File: config.mk
export PLATFORM = sky130hd
export DESIGN_NAME = trig_record_readout
export DESIGN_NICKNAME = d
export VERILOG_FILES = /design/src/rtl/trig_record_readout.sv
export SDC_FILE = /design/constraint.sdc
export NUM_CORES = 1
export LEC_CHECK = 0
export CAP_MARGIN = 20
export CORE_ASPECT_RATIO = 1.25
export CORE_MARGIN = 4
export CORE_UTILIZATION = 60
export CTS_CLUSTER_SIZE = 30
export DETAILED_ROUTE_END_ITERATION = 8
export GPL_ROUTABILITY_DRIVEN = 0
export HOLD_SLACK_MARGIN = 0.1
export PLACE_DENSITY = 0.77
export SYNTH_ARGS = -nofsm -noshare
export SYNTH_HDL_FRONTEND = slang
export SYNTH_SLANG_ARGS = --single-unit
File: constraint.sdc
create_clock -name clk_adc -period 7.5 [get_ports clk_adc]
set_clock_uncertainty 0.15 [all_clocks]
set_input_delay 0.75 -clock clk_adc [delete_from_list [all_inputs] [get_ports clk_adc]]
set_output_delay 0.75 -clock clk_adc [all_outputs]
set_load 0.02 [all_outputs]
File: src/rtl/trig_record_readout.sv
// Trigger record FIFO and byte-serial packet readout for the 8-bit trigger former.
// Define TRIG_RECORD_SEQNUM_EN to tag every record with an 8-bit sequence number (10-byte packets).
module trig_record_readout #(
  parameter int unsigned DEPTH  = 16,
  parameter logic [7:0]  HEADER = 8'hA5
) (
  input  logic                       clk_adc,
  input  logic                       nrst,
  input  logic                       rec_valid,
  input  logic [7:0]                 rec_mask,
  input  logic [55:0]                rec_time,
  input  logic                       flush,
  output logic [7:0]                 out_data,
  output logic                       out_valid,
  input  logic                       out_ready,
  output logic [$clog2(DEPTH):0]     fifo_count,
  output logic [15:0]                overflow_count,
  output logic                       busy
);

  localparam int unsigned AW = $clog2(DEPTH);
  localparam int unsigned CW = AW + 1;
`ifdef TRIG_RECORD_SEQNUM_EN
  localparam int unsigned RW = 72;
`else
  localparam int unsigned RW = 64;
`endif
  localparam int unsigned NB = RW / 8 + 1;
  localparam int unsigned IW = $clog2(NB);

  typedef enum logic {IDLE, SEND} state_t;

  state_t          state;
  logic [RW-1:0]   mem [DEPTH];
  logic [AW-1:0]   wr_ptr, rd_ptr;
  logic [RW-1:0]   sreg;
  logic [IW-1:0]   idx;
  logic [RW-1:0]   wr_rec;
  logic            full, wr_en, accept, last, pop;

`ifdef TRIG_RECORD_SEQNUM_EN
  logic [7:0] seq;

  // Sequence advances on every offered record, so gaps in the stream reveal drops.
  always_ff @(posedge clk_adc or negedge nrst) begin
    if (!nrst)          seq <= '0;
    else if (rec_valid) seq <= seq + 8'(1);
  end

  assign wr_rec = {seq, rec_mask, rec_time};
`else
  assign wr_rec = {rec_mask, rec_time};
`endif

  assign full   = (fifo_count == CW'(DEPTH));
  assign wr_en  = rec_valid && !flush && !full;
  assign accept = out_valid && out_ready;
  assign last   = (idx == IW'(NB - 1));
  assign pop    = !flush && (fifo_count != '0) &&
                  ((state == IDLE) || (state == SEND && accept && last));

  always_ff @(posedge clk_adc) begin
    if (wr_en) mem[wr_ptr] <= wr_rec;
  end

  // Pointers, occupancy and drop counter; flush wins over a same-edge write.
  always_ff @(posedge clk_adc or negedge nrst) begin
    if (!nrst) begin
      wr_ptr         <= '0;
      rd_ptr         <= '0;
      fifo_count     <= '0;
      overflow_count <= '0;
    end else if (flush) begin
      wr_ptr         <= '0;
      rd_ptr         <= '0;
      fifo_count     <= '0;
      overflow_count <= '0;
    end else begin
      if (wr_en) wr_ptr <= wr_ptr + AW'(1);
      if (pop)   rd_ptr <= rd_ptr + AW'(1);
      case ({wr_en, pop})
        2'b10:   fifo_count <= fifo_count + CW'(1);
        2'b01:   fifo_count <= fifo_count - CW'(1);
        default: fifo_count <= fifo_count;
      endcase
      if (rec_valid && full && overflow_count != 16'hFFFF)
        overflow_count <= overflow_count + 16'(1);
    end
  end

  // Packet FSM: out_data holds the current byte, sreg the bytes still to follow.
  always_ff @(posedge clk_adc or negedge nrst) begin
    if (!nrst) begin
      state     <= IDLE;
      out_data  <= '0;
      out_valid <= 1'b0;
      busy      <= 1'b0;
      sreg      <= '0;
      idx       <= '0;
    end else if (pop) begin
      state     <= SEND;
      out_data  <= HEADER;
      sreg      <= mem[rd_ptr];
      idx       <= '0;
      out_valid <= 1'b1;
      busy      <= 1'b1;
    end else if (state == SEND && accept) begin
      if (last) begin
        state     <= IDLE;
        out_data  <= '0;
        out_valid <= 1'b0;
        busy      <= 1'b0;
      end else begin
        out_data <= sreg[RW-1 -: 8];
        sreg     <= {sreg[RW-9:0], 8'h00};
        idx      <= idx + IW'(1);
      end
    end
  end

endmodule

# Yosys cells after proc, flatten, opt, wreduce, memory -nomap -nowiden
# Memory sizes are Yosys's and may differ from the RTL's.
# Cells that the tools add are included.
# classes
reduce_logical	21
bitwise_logic	1
addsub	6
mux	22
eq_ne	6
# op_table
operator	count
$mux W64	3
$mux W16	2
$mux W4	7
$mux W8	3
$add A16 B1 Y16 const B	1
$ne A16 B16 Y1 const B	1
$add A4 B1 Y4 const B	3
$pmux W5 S2	1
$reduce_bool A2 Y1	5
$logic_and A1 B1 Y1	9
$add A5 B1 Y5 const B	1
$eq A5 B5 Y1 const B	1
$mux W1	5
$mux W5	1
$reduce_bool A5 Y1	1
$sub A5 B1 Y5 const B	1
$eq A4 B4 Y1 const B	1
$reduce_and A2 Y1	2
$reduce_bool A3 Y1	1
$eq A2 B1 Y1 const B	1
$eq A2 B2 Y1 const B	1
$logic_not A1 Y1	2
$ne A2 B1 Y1 const B	1
$logic_or A1 B1 Y1	1
$not A1 Y1	1
# totals
reg_bits	106
mem_count	1
ramBits	1024
in_bits	69
# memory_table
name	words	width	rd	rd_ports_with_merged_regs	write_ports	line	rtl
mem	16	64	1	0	1	34	logic [RW-1:0] mem [DEPTH];

# Logic depth before layout (Yosys ltp)
# depth
depth_word	8
ltp_mapped	13

# Worst setup path after synthesis
# Ideal clock, no wire load.
# synth_timing
path_kind	input-to-reg
start	input port rec_valid
end	memory mem[3][0], enable pin
slack_ps	994
t_arrival_ps	5791
required_ps	6785
path_stages	5
setup_ps	565
cell_sequence	inv_1 a21oi_1 and2_1 nand2_1 nor3_1
# synth_between
elab_chain_len	4
# synth_rtl
item	line	rtl
start: declaration	9	input logic rec_valid,
$logic_and A1 B1 Y1 (2 in a row)	56	assign wr_en = rec_valid && !flush && !full;
$mux W1	63	if (wr_en) mem[wr_ptr] <= wr_rec;
$mux W1 (implied by the code)	63	
end: declaration	34	
# No other way between the ends.

# Worst setup path in the final report
# layout_timing
start	input port rec_valid
end	memory mem[7][31], enable pin
# The elaborated chain is that of the path after synthesis.

==> out/metrics.yaml <==
outcome: "complete, no violations"
synth_mux_area_share_pct: 16.7
drt_iter0_markers: 2617
hold_viol_final: 0
drv_slew: 0
setup_violations: 0
n_antenna_cell: 0
yosysUniqueCellTypes: 44
synth-edff-count: 1024
cts-buffers-inserted: 102
hpwl_mm: 50.4
synth_xor_area_share_pct: 0.484
power_frac_comb_pct: 12.2
ys.warnings.count: 0
critical_path.endpoint_type: "flip-flop"
p_leak_nw: 15.2
synth_area_leaders: "edfxtp_1 (71%), mux4_2 (17%), dfrtp_1 (6.1%), a21oi_1 (1.4%), nor2_1 (0.86%)"
yosys.area_share.simple_pct: 2.27
layout.nets: 2211
cts_root_buf: "clkbuf_16"
chipWidth_um: 249
grt_max_degree: 156
antenna_found_initial: 2
cpMaxStageDelayCell: "nor2_4"
netlist_area_um2: 43500
postCtsSetupBuffers: 0
hold_class: "reg -> reg"
dr.pass1.iters: 5
slowest_delay_ns: 0.81
p_per_area_nw_per_um2: 290
row_count: 110
die_area_um2: 76800
drv_cap: 0
syn_to_final_growth_pct: 12.6
synth_top_area_share_pct: 70.7
core-area_um2: 72000
cts.sinks: 1130
synthTopCellsByCount: "edfxtp_1 (1024), mux4_2 (320), a21oi_1 (121)"
synth.most_common_cell: "edfxtp_1"
clk_latency_ns: 0.67
synth_fa_ha_area_share_pct: 0.288
synth_top_family_by_area: "multiplexers"
async_flop_share_pct: 9.38
max_freq_mhz: 257
die_h_um: 309
layoutNonFillerInstCount: 3168
start_util_pct: 60.4
fin_crit_sh_pct: 51.9
tightestPinTransition_ns: 1.13
grt_pass1_vias: 21900
clk_pin_slew_ns: 0.06
routedWlPerCell_um: 30.7
cp.required_ns: 7.64
syn_avg_cell_area_um2: 21.8
cpMostUsedCell: "buf_4"
vias: 21100
track_usage_pct: 25.8
finalPower_mw: 14.2
synth-seq-area-share_pct: 76.8
seq_power_share_pct: 51.7
relSlewSlack_pct: 25.0
arrival_ns: 4.03
finalWorstPathRequiredPeriod_ns: 3.89
overflow: 0
synth-seq-cells: 1130
critical_path_class: "in -> reg"
io_buffers: 99
synth_compound_area_share_pct: 2.08
clockBufferDepth: 3
p_clk_share_pct: 36.1
synth_ff_type: "edfxtp_1"
setup_tns_ns: 0
tritoncts: "built"
drc: 0
hold_depth: 2
cp_cell_sequence: "clkdlybuf4s50_1, inv_1, a21oi_1, buf_4, and2_1, nand2_1, nor2_4, buf_4"
start_kind: "primary input"
rsz0062_at_grt: "false"
p_sw_share_pct: 23.8
ir_worst_vdd_mv: 0.223
switchingPower_mw: 3.38
r2r_cells: 7
io_pins: 100
vias_per_cell: 6.66
grt_pass1_wl_mm: 146
dp.cells: 2978
crit_fanout: 40
synth_nets: 2077
layout-drive-gt1-share_pct: 24.2
postSynthCellCount: 1998
ant_nets: 0
drt_wl_total_mm: 97.4
htree_levels: 3
yosysTopAreaCell: "edfxtp_1"
fill_cells: 4185
intPower_mw: 10.8
## layout by cell type, fill, tap and decap left out, types with 4 or more instances in the layout
| cell | netlist | routed |
|---|---|---|
| a22o_1 | 12 | 12 |
| inv_1 | 9 | 9 |
| nand3_1 | 7 | 7 |
| o21ai_0 | 13 | 13 |
| xor2_1 | 20 | 20 |
| clkbuf_16 | 0 | 104 |
| clkbuf_8 | 0 | 10 |
| nor2_1 | 100 | 88 |
| and3_1 | 7 | 7 |
| nor3_2 | 0 | 4 |
| clkbuf_1 | 45 | 29 |
| buf_4 | 3 | 34 |
| nor3_1 | 8 | 4 |
| dfrtp_1 | 106 | 102 |
| edfxtp_1 | 1024 | 1024 |
| xnor2_1 | 4 | 4 |
| mux4_2 | 320 | 320 |
| nand4_1 | 9 | 9 |
| inv_6 | 0 | 4 |
| nor2_4 | 0 | 12 |
| bufinv_16 | 0 | 8 |
| clkinv_2 | 0 | 17 |
| ha_1 | 10 | 10 |
| a21oi_1 | 121 | 121 |
| nand2_1 | 84 | 84 |
| dfrtp_4 | 0 | 4 |
| buf_12 | 0 | 7 |
| clkdlybuf4s50_1 | 0 | 98 |
| clkinv_1 | 0 | 14 |
## per-layer routing
layer	vias to the layer above	track usage (%)	wire length [um]
met5	-	0	0
met4	0	7.13	2600
met3	170	4.15	8420
met2	1225	43.3	50100
met1	11200	36.3	36300
li1	8537	-	-
## path summary, 6_finish.rpt
check,to,startpoint,slack [ns]
max in group asynchronous,rd_ptr[3],nrst,5.33
max reg2reg,mem[7][31],fifo_count[1],3.78
min,out_data[0],out_data[0],0.34
min in group asynchronous,overflow_count[14],nrst,0.51
max,mem[7][31],rec_valid,3.61
min reg2reg,out_data[0],out_data[0],0.34
## cell type report
class | count | area (um2) | area share [%]
Multi-Input combinational cell | 748 | 9630 | 19.7
Tap cell | 952 | 1190 | 2.43
Sequential cell | 1130 | 33400 | 68.3
Inverter | 9 | 33.8 | 0.0690
Timing Repair Buffer | 141 | 1400 | 2.86
Clock inverter | 46 | 447 | 0.912
Clock buffer | 142 | 2840 | 5.79
## per-stage QoR
stage | hold slack, ns | setup WS (ns) | utilization (%) | area (um2)
floorplan | 0.304 | 0.994 | - | 43500
global route | 0.375 | 3.46 | 68.0 | 49000
finish | 0.344 | 3.61 | 68.0 | 49000
global placement | 0.321 | 3.02 | 63.4 | 45600
CTS | 0.347 | 3.63 | 68.0 | 48900
detailed placement | 0.330 | 2.97 | 63.4 | 45600
## state kept, by name, indices dropped and copies added, names as in the netlist
register and count:
mem 1024, sreg 64, overflow_count 16, out_data 8
fifo_count 5, idx 4, rd_ptr 4, wr_ptr 4
state 1
## worst max-delay path: cells and delay by family
kind	cells	cell delay, ns
buffers and inverters	4	1.70
AND/OR/NAND/NOR	3	1.31
AO/OA/AOI/OAI	1	0.19
## logic make-up after synthesis
group           Yosys count
compound gates          160
xor+xnor                 24
fa+ha+maj                10
buf+inv                 120
flops                  1130
mux                     324
simple gates            230
## power by group through the flow
stage          sequential (mW)  clock [mW]  combinational, mW
6_report                  7.34        5.13               1.74
5_1_grt                   7.35        5.48               1.87
4_1_cts                   7.33        5.20               1.76
3_5_place_dp              7.46           0               1.72
3_3_place_gp              7.45           0               1.68
2_1_floorplan             7.38           0               1.23
## what timing repair did
action                    CTS  global route
resized for setup           0             0
hold buffers                1             0
hold endpoints to repair   45             0
(Power assumes the default switching activity.)
